===== src/rtl/instr_fetch_sequencer.sv =====
// Instruction fetch front-end: owns the PC, assembles 1/2-byte instructions
// from the combinational program ROM and queues them for decode. Define PREFETCH_EN for a 2-entry queue.
module instr_fetch_sequencer #(
   parameter logic [7:0] RESET_PC = 8'd0
) (
   input  logic       clk,
   input  logic       reset,
   input  logic       run,
   output logic [7:0] prog_addr,
   input  logic [7:0] prog_data,
   input  logic       redirect_valid,
   input  logic [7:0] redirect_pc,
   output logic       instr_valid,
   input  logic       instr_ready,
   output logic [7:0] instr_opcode,
   output logic [7:0] instr_operand,
   output logic       instr_len2,
   output logic [7:0] instr_pc
);

`ifdef PREFETCH_EN
   localparam logic [1:0] DEPTH = 2'd2;
`else
   localparam logic [1:0] DEPTH = 2'd1;
`endif

   typedef enum logic {FETCH_OP, FETCH_IMM} state_t;

   typedef struct packed {
      logic [7:0] opcode;
      logic [7:0] operand;
      logic       len2;
      logic [7:0] pc;
   } entry_t;

   function automatic logic is_two_byte(input logic [5:0] op6);
      case (op6)
         6'b100000, 6'b100001, 6'b100011,
         6'b101010, 6'b101100, 6'b101101: return 1'b1;
         default:                         return 1'b0;
      endcase
   endfunction

   state_t     state_p0, state_d;
   logic [7:0] pc_p0, pc_d;
   logic [7:0] opcode_p0, ipc_p0;
   logic       latch_op, push, pop, space, advance, vld_p1;
   entry_t     push_entry;
   entry_t     buf_p1 [2];
   logic [1:0] count_p1, cnt_after_pop;

   assign prog_addr     = pc_p0;
   assign vld_p1        = (count_p1 != 2'd0);
   assign instr_valid   = vld_p1;
   assign instr_opcode  = buf_p1[0].opcode;
   assign instr_operand = buf_p1[0].operand;
   assign instr_len2    = buf_p1[0].len2;
   assign instr_pc      = buf_p1[0].pc;

   // space is judged on the pre-pop occupancy, so a pop never frees a slot in the same cycle
   assign space         = (count_p1 < DEPTH);
   assign advance       = run && !redirect_valid;
   assign pop           = vld_p1 && instr_ready;
   assign cnt_after_pop = count_p1 - {1'b0, pop};

   always_comb begin
      state_d    = state_p0;
      pc_d       = pc_p0;
      latch_op   = 1'b0;
      push       = 1'b0;
      push_entry = '0;
      if (advance) begin
         case (state_p0)
            FETCH_OP: begin
               if (space) begin
                  latch_op = 1'b1;
                  pc_d     = pc_p0 + 8'd1;
                  if (is_two_byte(prog_data[7:2])) begin
                     state_d = FETCH_IMM;
                  end else begin
                     push       = 1'b1;
                     push_entry = '{prog_data, 8'd0, 1'b0, pc_p0};
                  end
               end
            end
            FETCH_IMM: begin
               push       = 1'b1;
               push_entry = '{opcode_p0, prog_data, 1'b1, ipc_p0};
               pc_d       = pc_p0 + 8'd1;
               state_d    = FETCH_OP;
            end
            default: state_d = FETCH_OP;
         endcase
      end
      if (redirect_valid) begin
         pc_d    = redirect_pc;
         state_d = FETCH_OP;
      end
   end

   // fetch stage registers and decode queue
   always_ff @(posedge clk) begin
      if (!reset) begin
         state_p0  <= FETCH_OP;
         pc_p0     <= RESET_PC;
         count_p1  <= 2'd0;
         buf_p1[0] <= '0;
      end else begin
         state_p0 <= state_d;
         pc_p0    <= pc_d;
         if (latch_op) begin
            opcode_p0 <= prog_data;
            ipc_p0    <= pc_p0;
         end
         if (redirect_valid) begin
            count_p1 <= 2'd0;
         end else begin
            if (pop) buf_p1[0] <= buf_p1[1];
            if (push) begin
               if (cnt_after_pop == 2'd0) buf_p1[0] <= push_entry;
               else                       buf_p1[1] <= push_entry;
            end
            count_p1 <= cnt_after_pop + {1'b0, push};
         end
      end
   end

endmodule


===== config.mk =====
export PLATFORM = sky130hd
export DESIGN_NAME = instr_fetch_sequencer
export DESIGN_NICKNAME = d
export VERILOG_FILES = /design/src/rtl/instr_fetch_sequencer.sv
export SDC_FILE = /design/constraint.sdc
export NUM_CORES = 1
export LEC_CHECK = 0
export ABC_AREA = 1
export ABC_CLOCK_PERIOD_IN_PS = 4600
export BUFFER_PORTS_ARGS = -buffer_cell sky130_fd_sc_hd__buf_2
export CAP_MARGIN = 10
export CORE_ASPECT_RATIO = 1.1
export CORE_MARGIN = 8
export CORE_UTILIZATION = 50
export CTS_BUF_LIST = sky130_fd_sc_hd__clkbuf_4 sky130_fd_sc_hd__clkbuf_8
export CTS_CLUSTER_DIAMETER = 100
export CTS_CLUSTER_SIZE = 8
export DETAILED_ROUTE_END_ITERATION = 8
export HOLD_SLACK_MARGIN = 0.05
export PLACE_DENSITY_LB_ADDON = 0.25
export SLEW_MARGIN = 5
export SYNTH_ARGS = -nofsm -noshare
export SYNTH_HDL_FRONTEND = slang
export SYNTH_SLANG_ARGS = --single-unit

===== constraint.sdc =====
create_clock -name clk -period 4.6 [get_ports clk]
set_input_delay 0.92 -clock clk [delete_from_list [all_inputs] [get_ports clk]]
set_output_delay 0.92 -clock clk [all_outputs]
set_load 0.1 [all_outputs]

* Word level (Yosys, flattened, before mapping)
Memory sizes are Yosys's and may differ from the RTL's.
Cells that the tools add are included.
** Cells by class
- $add $sub $neg :: 3
- Multiply operators :: 0
- Divide/modulo/power cells :: 0
- Magnitude comparators :: 1
- Equal/unequal tests :: 7
- Shift operators :: 0
- Mux-type cells :: 39
- Bitwise operators :: 4
- Reductions and logical operators :: 10
** Operators by type and width (count)
- $mux 25 :: 5
- $pmux 25 s2 :: 1
- $eq 6x6->1 const B :: 6
- $mux 1 :: 27
- $mux 8 :: 3
- $pmux 8 s2 :: 1
- $add 8x1->8 const B :: 1
- $reduce_or 6->1 :: 1
- $pmux 1 s2 :: 2
- $reduce_and 2->1 :: 2
- $reduce_bool 2->1 :: 2
- $ne 3x3->1 const B :: 1
- $add 2x1->2 :: 1
- $logic_and 1x1->1 :: 2
- $logic_not 2->1 :: 1
- $lt 2x1->1 const B :: 1
- $not 1->1 :: 2
- $or 1x1->1 :: 2
- $reduce_or 2->1 :: 1
- $sub 2x1->2 :: 1
- $logic_not 1->1 :: 1
** Storage, ports and cells
- Register bits after elaboration :: 27
- Bits in latches :: 0
- Bits in writable memories :: 50
- ROM bits :: 0
- Input port bits :: 21
- Output and inout port bits :: 34
- Word-level logic and storage cells :: 70
- Memories kept :: 1
** Memory list
- buf_p1 :: depth 2, width 25, rd ports 2, clocked after memory_dff 0, wr ports 2, RTL line 49 : entry_t buf_p1 [2];

* Logic depth before layout (Yosys ltp)
Gate-level depths: netlist (run 1).
- Depth after elaboration :: 15
- Depth in mapped cells :: 12

* Least setup slack after synthesis (run 1)
OpenSTA, ideal clock, no wires.
- Kind :: input -> register
- Start :: input port redirect_valid
- End :: memory buf_p1[0][25] in the netlist's numbering, enable pin
- Setup time :: 0.407 ns
- Arrival :: 2.803 ns
- Data required time :: 4.193 ns
- Setup slack :: 1.390 ns
- Stages :: 9
- Cell sequence :: buf_6 > inv_4 > nand2_4 > nor2_8 > inv_4 > nand2_8 > buf_6 > nand2_1 > nor2_1
** RTL lines
- start, declared :: RTL line 11 : input logic redirect_valid,
- end, declared :: RTL line 49

==> flow_summary.yaml, run 1 <==
global_routing:
  grt_max_degree: 27
  grt-ovfl-total: 0
  grt_util_met2_pct: 25.3
  grt_use_total_pct: 14.6
  grt_pass1_vias: 2623
  grtUsageMet1_pct: 16.5
  grt_most_used_layer: "met2"
  use_met3_pct: 3.73
  grt_pass1_wl_um: 12400
  antenna_found_initial: 0
floorplan:
  die_y_um: 108
  die_area_um2: 10800
  rows: 33
  die_w_um: 99.6
  core_area_um2: 7470
  io_pins: 55
  start_util_pct: 51.5
cts:
  clkLatencyLatePin_ns: 0.35
  clk_pin_slew_ns: 0.07
  root_buffer: "clkbuf_8"
  cts_buffers: 9
  htreeDepth: 3
  holdBufCountCts: 0
  clockBufferDepth: 2
  clock_sinks: 77
  cts_tree: "done"
  post_cts.repair.setup_buffers: 0
  cts_resized: 0
logic_synthesis:
  synth_area_um2: 3850
  ys_async_sr_fraction_pct: 0
  synth_common_cells: "114 x nand2_1, 66 x edfxtp_1, 46 x nor2_1, 40 x inv_1, 39 x nand3_1"
  ys_ff_latch: 77
  synth.largest_area_cell: "edfxtp_1"
  ys_seq_area_share_pct: 57.2
  synthFlopType: "edfxtp_1"
  syn_inst: 408
  synth_area_leaders: "edfxtp_1 52%, nand2_1 11%, dfxtp_1 5.7%"
  synth_edf_count: 66
  syn_nets: 432
  avgSynthCellArea_um2: 9.43
  ys_warn_count: 0
  synth_cell_types: 31
  synth.top_cell.area_share_pct: 51.5
  yosysMostFrequentCell: "nand2_1"
timing:
  hold_viol_final: 0
  rsz0062_at_grt: "false"
  slew_headroom_pct: 37.8
  setup-violations-final: 0
  period_share_pct: 64.3
  fin_tns_setup_ns: 0
  tightestPinTransition_ns: 0.930
  hold_slack_ns: 0.526
  fmax_ghz: 0.338
  period_needed_ns: 2.96
  clock_skew_ns: 0.00859
  slew_viol_final: 0
power:
  powerDensity_nw_per_um2: 375
  p_leak_nw: 1.92
  ir_drop_mv: 0.185
outcome:
  status: "finished, final reports clean"
drt:
  firstDrtPassIters: 4
  wl_per_cell_um: 13.6
  drc: 0
  num_vias: 2645
  wl_um: 7450
  ant_nets: 0
  initialDrtViolationCount: 145
  vias_per_cell: 4.82
setup_path:
  cp-start-kind: "primary input"
  path_class: "in -> reg"
  crit_fanout: 26
  crit_path_start: "instr_ready"
  cp.arrival_ns: 2.98
  required_ns: 4.62
  timing.rr.start: "count_p1[1]"
  worst_setup_path_end_kind: "flip-flop"
  ff2ff_setup_slack_ns: 1.74
final_layout:
  fillCellCount: 675
  regArea_um2: 2200
  n_antenna_cell: 0
  area_delta_synth_final_pct: 8.72
  fin_util_pct: 56.0
  multi_input_area_um2: 1190
  nets: 463
  drive_above_1_share_pct: 22.5
min_path:
  hold_start: "prog_addr[7]"
  hp-class: "reg -> reg"
placement:
  dp_hpwl_um: 5130
  gp_congestion: 0.765
  io_buffers: 54
flow_run:
  maxCapViolations: 0
[critical path, stage by stage]
cell and delay [ns]:
buf_2 0.08, inv_1 0.03, nor2_1 0.19, ha_1 0.20
xnor2_1 0.16, nand2_1 0.15, nor2_4 0.55, nand2_8 0.24
nand3_1 0.12, buf_4 0.32
[metal layers]
| layer | up-vias | part of all wire, % |
|---|---|---|
| met3 | 12 | 4.9 |
| met2 | 72 | 50 |
| met1 | 1200 | 43 |
| li1 | 1361 | - |
| met5 | - | 0 |
| met4 | 0 | 2.1 |
[cell type report]
type / instances / share of cell area, %
Timing Repair Buffer: 57 / 7.00
Tap cell: 105 / 3.14
Clock buffer: 9 / 2.96
Clock inverter: 7 / 1.59
Multi-Input combinational cell: 249 / 28.5
Sequential cell: 77 / 52.6
Inverter: 45 / 4.16
[state kept, by name, summed over array words and instances, names as in the netlist]
signal,count
buf_p1,50
ipc_p0,8
opcode_p0,8
prog_addr,8
count_p1,2
state_p0,1
[per-stage QoR]
stage / worst slack [ns] / cells / total power (W) / area, um^2
after floorplan: 1.39 / 408 / 0.00107 / 3850
final: 1.64 / 549 / 0.00157 / 4180
after global placement: 1.35 / 533 / 0.00109 / 3990
after detailed placement: 1.28 / 533 / 0.00110 / 3990
after CTS: 1.66 / 549 / 0.00158 / 4180
after global routing: 1.45 / 549 / 0.00162 / 4180
[path summary, 6_finish.rpt]
check,to,cells past startpoint
worst max-delay path,buf_p1[0][11],10
worst min-delay path,ipc_p0[7],0
worst max register to register,buf_p1[0][11],9
worst min register to register,ipc_p0[7],0
[where the power goes]
part / internal [W] / switching (W) / total [W]
combinational: 0.0000435 / 0.000235 / 0.000278
clock: 0.000248 / 0.000242 / 0.000490
sequential: 0.000787 / 0.0000151 / 0.000802
[cell families after synthesis]
family / count (synthesis) / share of synthesized area, %
AOI/OAI and AO/OA: 20 / 2.89
xor gates and xnor gates: 2 / 0.455
adders and majority gates: 3 / 0.976
buffers and inverters: 82 / 11.8
DFF: 77 / 57.2
and+or+nand+nor: 224 / 26.6
[placed cells by master, fill, tap and decap left out, types with 2 or more instances in the layout]
cell        n
ha_1        3
nand2_2    11
clkinv_2    3
edfxtp_1   66
and3_1      2
nand2_8     2
buf_2      54
dfxtp_1    11
inv_2       3
a31oi_1     3
nand2_1   114
inv_1      40
clkbuf_8    9
nand3_1    39
a21oi_1     7
o21ai_0     6
inv_4       2
o211ai_1    2
nor2_1     45
nor2_4      2
buf_4       3
clkinv_4    2
nor2_2      3
Power figures use the tool's default switching activity.
==> run 2: changes to the inputs <==
--- a/config.mk
+++ b/config.mk
@@ -5,8 +5,8 @@
 export SDC_FILE = /design/constraint.sdc
 export NUM_CORES = 1
 export LEC_CHECK = 0
-export ABC_AREA = 1
-export ABC_CLOCK_PERIOD_IN_PS = 4600
+export ABC_AREA = 0
+export ABC_CLOCK_PERIOD_IN_PS = 2400
 export BUFFER_PORTS_ARGS = -buffer_cell sky130_fd_sc_hd__buf_2
 export CAP_MARGIN = 10
 export CORE_ASPECT_RATIO = 1.1
==> constraint.sdc (replaced) <==
create_clock -name clk -period 2.4 [get_ports clk]
set_input_delay 0.48 -clock clk [delete_from_list [all_inputs] [get_ports clk]]
set_output_delay 0.48 -clock clk [all_outputs]
set_load 0.1 [all_outputs]
==> flow_summary.yaml, run 2 <==
outcome:
  status: "finished, final reports clean"
timing:
  rsz0062_at_grt: "false"
  hold_slack_ns: 0.381
  fmax_ghz: 0.464
  slew_headroom_pct: 49.5
  period_share_pct: 89.7
  setup-violations-final: 0
  slew_viol_final: 0
  tightestPinTransition_ns: 0.757
  period_needed_ns: 2.15
  finalWorstSetupSlack_ns: 0.246
  clock_skew_ns: 0.0116
  hold_viol_final: 0
min_path:
  worstHoldEndpoint: "opcode_p0[0]"
  holdPathStages: 1
  hold_start: "prog_data[0]"
  hp-class: "in -> reg"
global_routing:
  grt_pass1_vias: 2576
  grt_use_total_pct: 15.6
  grt_pass1_wl_um: 13300
  grt_max_degree: 33
  grt-ovfl-total: 0
  antenna_found_initial: 0
power:
  ir_drop_mv: 0.389
  finalPower_w: 0.00357
  powerDensity_nw_per_um2: 758
  p_leak_nw: 1.94
final_layout:
  final_common_cell: "edfxtp_1"
  nets: 382
  post-route-cell-area_um2: 4710
  regMostFlops: "buf_p1"
  instances_no_fill: 471
  area_delta_synth_final_pct: 18.3
  largest_register_ffs: 50
  multi_input_area_um2: 1500
  regArea_um2: 2200
  n_antenna_cell: 0
  fillCellCount: 629
  layout_common_cells: "66 x edfxtp_1, 54 x buf_2, 22 x buf_4"
  drive_above_1_share_pct: 39.9
cts:
  htreeDepth: 3
  clockBufferDepth: 2
  cts_resized: 0
  post_cts.repair.setup_buffers: 0
  clock_sinks: 77
  clkLatencyLatePin_ns: 0.34
  cts_tree: "done"
  cts_buffers: 9
  holdBufCountCts: 0
  root_buffer: "clkbuf_8"
  clk_pin_slew_ns: 0.08
setup_path:
  worst_setup_path_end_kind: "flip-flop"
  crit_chain: "o21ai_2, inv_2, ha_4, xnor2_4, and3_4, o311ai_4, buf_12, mux2_1"
  worstRegToRegCells: 8
  crit_fanout: 23
  slowest_stage: "dfxtp_1"
  rr_endpoint: "buf_p1[0][2]"
  crit_path_start: "count_p1[0]"
  required_ns: 2.49
  cp-start-kind: "flip-flop"
  ff2ff_setup_slack_ns: 0.25
  cpPeakStageDelay_ns: 0.35
  cp.arrival_ns: 2.25
  timing.rr.start: "count_p1[0]"
  path_class: "reg -> reg"
logic_synthesis:
  avgSynthCellArea_um2: 12.7
  syn_inst: 313
  synth_cell_types: 53
  ys_seq_area_share_pct: 55.3
  ys_warn_count: 0
  synth_area_leaders: "edfxtp_1 50%, dfxtp_1 5.5%, buf_4 4.9%"
  ys_async_sr_fraction_pct: 0
  synth_common_cells: "66 x edfxtp_1, 26 x buf_4, 23 x inv_1, 20 x and2_1, 14 x a31o_2"
  synth_edf_count: 66
  synth.largest_area_cell: "edfxtp_1"
  syn_nets: 337
  synth.top_cell.area_share_pct: 49.8
  ys_ff_latch: 77
  yosysMostFrequentCell: "edfxtp_1"
  synthFlopType: "edfxtp_1"
  synth_area_um2: 3980
placement:
  placedCellCount: 455
  placed_area_um2: 4420
  io_buffers: 54
  pre_cts_slack_ns: 0.0379
  gp_congestion: 0.797
  dp_hpwl_um: 5660
floorplan:
  rows: 34
  die_area_um2: 11100
  start_util_pct: 50.9
  io_pins: 55
  die_y_um: 110
  core_area_um2: 7830
  die_w_um: 101
drt:
  num_vias: 2631
  drc: 0
  initialDrtViolationCount: 185
  wl_per_cell_um: 17.3
  ant_nets: 0
  firstDrtPassIters: 4
  vias_per_cell: 5.59
  wl_um: 8140
flow_run:
  maxCapViolations: 0
[run 2: where the power goes]
| group | internal, W | total [W] | switching, W |
|---|---|---|---|
| Combinational | 0.000159 | 0.000645 | 0.000486 |
| Sequential | 0.00151 | 0.00154 | 0.0000278 |
| Clock | 0.000915 | 0.00139 | 0.000474 |
[run 2: area by class of cell]
| type | instances | area share [%] |
|---|---|---|
| inverters | 23 | 1.83 |
| multi-input cells | 168 | 31.9 |
| well taps | 108 | 2.87 |
| clock buffers | 10 | 2.79 |
| repair buffers | 79 | 10.5 |
| clock inverters | 6 | 3.37 |
| flip-flops and latches | 77 | 46.8 |
[run 2: metal layers]
| metal | global-route usage, % | part of all wire (%) | up-vias |
|---|---|---|---|
| met5 | 0 | 0 | - |
| met4 | 9.16 | 3.3 | 0 |
| met3 | 3.61 | 5.6 | 19 |
| met2 | 23.5 | 45 | 84 |
| met1 | 20.3 | 46 | 1286 |
| li1 | - | - | 1242 |
[run 2: through the flow]
step | TNS, ns | util (%)
6_report | 0 | 60.2
5_1_grt | 0 | 60.2
4_1_cts | 0 | 60.1
3_5_place_dp | 0 | 56.4
3_3_place_gp | 0 | 56.4
2_1_floorplan | -12.17 | -
[run 2: cell families (layout without fill, tap and decap cells)]
group	count (synthesis)	count (layout)	share of synthesized area (%)
muxes	16	16	5.47
xor gates and xnor gates	8	8	1.76
DFF	77	77	55.3
AOI/OAI and AO/OA	63	63	14.7
adders and majority gates	3	3	0.943
and+or+nand+nor	78	78	12.5
buffers and inverters	68	118	9.39
[run 2: critical path, delay by kind of cell, from the launching register on]
family                     cells  cell delay, ns
and+or+nand+nor                1            0.23
DFF                            1            0.35
muxes                          1            0.33
AOI/OAI and AO/OA              2            0.35
xor gates and xnor gates       1            0.19
buffers and inverters          2            0.26
adders and majority gates      1            0.18
[run 2: worst max path at each step]
stage,slack [ns],depth (start not counted),to
2_1_floorplan,-0.24,6,buf_p1[0][0]
3_3_place_gp,0.12,5,buf_p1[0][13]
3_5_place_dp,0.04,5,buf_p1[0][16]
4_1_cts,0.26,8,buf_p1[0][7]
5_1_grt,0.14,8,buf_p1[0][7]
6_report,0.25,8,buf_p1[0][2]
==> run 3: changes to the inputs <==
--- a/config.mk
+++ b/config.mk
@@ -11,7 +11,7 @@
 export CAP_MARGIN = 10
 export CORE_ASPECT_RATIO = 1.1
 export CORE_MARGIN = 8
-export CORE_UTILIZATION = 50
+export CORE_UTILIZATION = 54
 export CTS_BUF_LIST = sky130_fd_sc_hd__clkbuf_4 sky130_fd_sc_hd__clkbuf_8
 export CTS_CLUSTER_DIAMETER = 100
 export CTS_CLUSTER_SIZE = 8
==> flow_summary.yaml, run 3 (synthesis gave the netlist of run 2 again) <==
floorplan:
  core_area_um2: 7310
  die_area_um2: 10400
  rows: 33
  die_w_um: 97.9
  die_y_um: 106
  start_util_pct: 54.5
  io_pins: 55
final_layout:
  area_delta_synth_final_pct: 15.7
  fillCellCount: 569
  post-route-cell-area_um2: 4610
  final_common_cell: "edfxtp_1"
  largest_register_ffs: 50
  nets: 375
  regMostFlops: "buf_p1"
  drive_above_1_share_pct: 38.2
  n_antenna_cell: 0
  layout_common_cells: "66 x edfxtp_1, 54 x buf_2, 21 x inv_1"
  instances_no_fill: 443
  fin_util_pct: 63.0
setup_path:
  worst_setup_path_end_kind: "flip-flop"
  crit_fanout: 20
  cpPeakStageDelay_ns: 0.40
  path_class: "reg -> reg"
  crit_chain: "o21ai_2, inv_2, ha_4, xnor2_4, and3_4, o311ai_4, o211ai_1, buf_12"
  slowest_stage: "dfxtp_1"
  required_ns: 2.45
  cp-start-kind: "flip-flop"
  cp.arrival_ns: 2.25
global_routing:
  grt_use_total_pct: 16.9
  grt_pass1_vias: 2688
  grt-ovfl-total: 0
  antenna_found_initial: 0
  grt_max_degree: 26
  grt_pass1_wl_um: 13800
cts:
  htreeDepth: 3
  cts_buffers: 9
  root_buffer: "clkbuf_8"
  cts_resized: 0
  clock_sinks: 77
  post_cts.repair.setup_buffers: 0
  clockBufferDepth: 2
  clkLatencyLatePin_ns: 0.35
  cts_tree: "done"
  clk_pin_slew_ns: 0.08
  holdBufCountCts: 0
placement:
  placedCellCount: 427
  placed_area_um2: 4360
  pre_cts_slack_ns: 0.102
  dp_hpwl_um: 5760
  io_buffers: 54
  gp_congestion: 0.813
timing:
  hold_viol_final: 0
  rsz0062_at_grt: "false"
  setup-violations-final: 0
  period_share_pct: 91.5
  tightestPinTransition_ns: 1.03
  fin_tns_setup_ns: 0
  slew_headroom_pct: 31.1
  finalWorstSetupSlack_ns: 0.204
  period_needed_ns: 2.20
  slew_viol_final: 0
  fmax_ghz: 0.455
  clock_skew_ns: 0.00944
power:
  ir_drop_mv: 0.331
  powerDensity_nw_per_um2: 731
  p_leak_nw: 1.90
flow_run:
  maxCapViolations: 0
min_path:
  hp-class: "in -> reg"
drt:
  wl_per_cell_um: 19.0
  ant_nets: 0
  wl_um: 8400
  firstDrtPassIters: 4
  initialDrtViolationCount: 133
  num_vias: 2601
  vias_per_cell: 5.87
  drc: 0
outcome:
  status: "finished, final reports clean"
run 3: worst paths after layout:
kind / depth (start not counted) / end / from / slack (ns)
worst max-delay path: 8 / buf_p1[0][12] / count_p1[1] / 0.20
worst min-delay path: 1 / opcode_p0[6] / prog_data[6] / 0.38
worst max register to register: 8 / buf_p1[0][12] / count_p1[1] / 0.20
worst min register to register: 0 / ipc_p0[3] / prog_addr[3] / 0.53
run 3: worst max-delay path, delay by kind of cell (launching register included):
kind,cells,cell delay [ns]
AO/OA/AOI/OAI,3,0.56
XOR/XNOR,1,0.20
AND/OR/NAND/NOR,1,0.24
buffers and inverters,2,0.30
adder cells (fa/ha/maj),1,0.18
flip-flops,1,0.40
run 3: metrics by stage:
stage	hold WS [ns]	power (W)
after floorplan	0.519	0.00211
after global placement	0.520	0.00220
after detailed placement	0.521	0.00221
after CTS	0.368	0.00338
after global routing	0.379	0.00346
final	0.381	0.00337
run 3: routing by layer:
metal	global-route usage (%)	vias to the layer above	part of all wire, %
li1	-	1234	-
met1	21.3	1266	44
met2	26.6	91	48
met3	4.25	10	6.6
met4	8.03	0	1.3
met5	0	-	0
run 3: where the power goes:
group	leakage (nW)	internal, W	total, W	switching (W)
Sequential	0.754	0.00151	0.00154	0.0000289
Clock	0.124	0.000726	0.00118	0.000458
Combinational	1.02	0.000156	0.000644	0.000488
Total	1.90	0.00239	0.00337	0.000975
run 3: layout make-up:
type | instances | area [um^2] | share of cell area, %
Inverter | 23 | 86.3 | 1.87
Clock buffer | 11 | 145 | 3.15
Multi-Input combinational cell | 168 | 1500 | 32.5
Tap cell | 87 | 109 | 2.36
Timing Repair Buffer | 72 | 468 | 10.2
Clock inverter | 5 | 98.8 | 2.15
Sequential cell | 77 | 2200 | 47.8
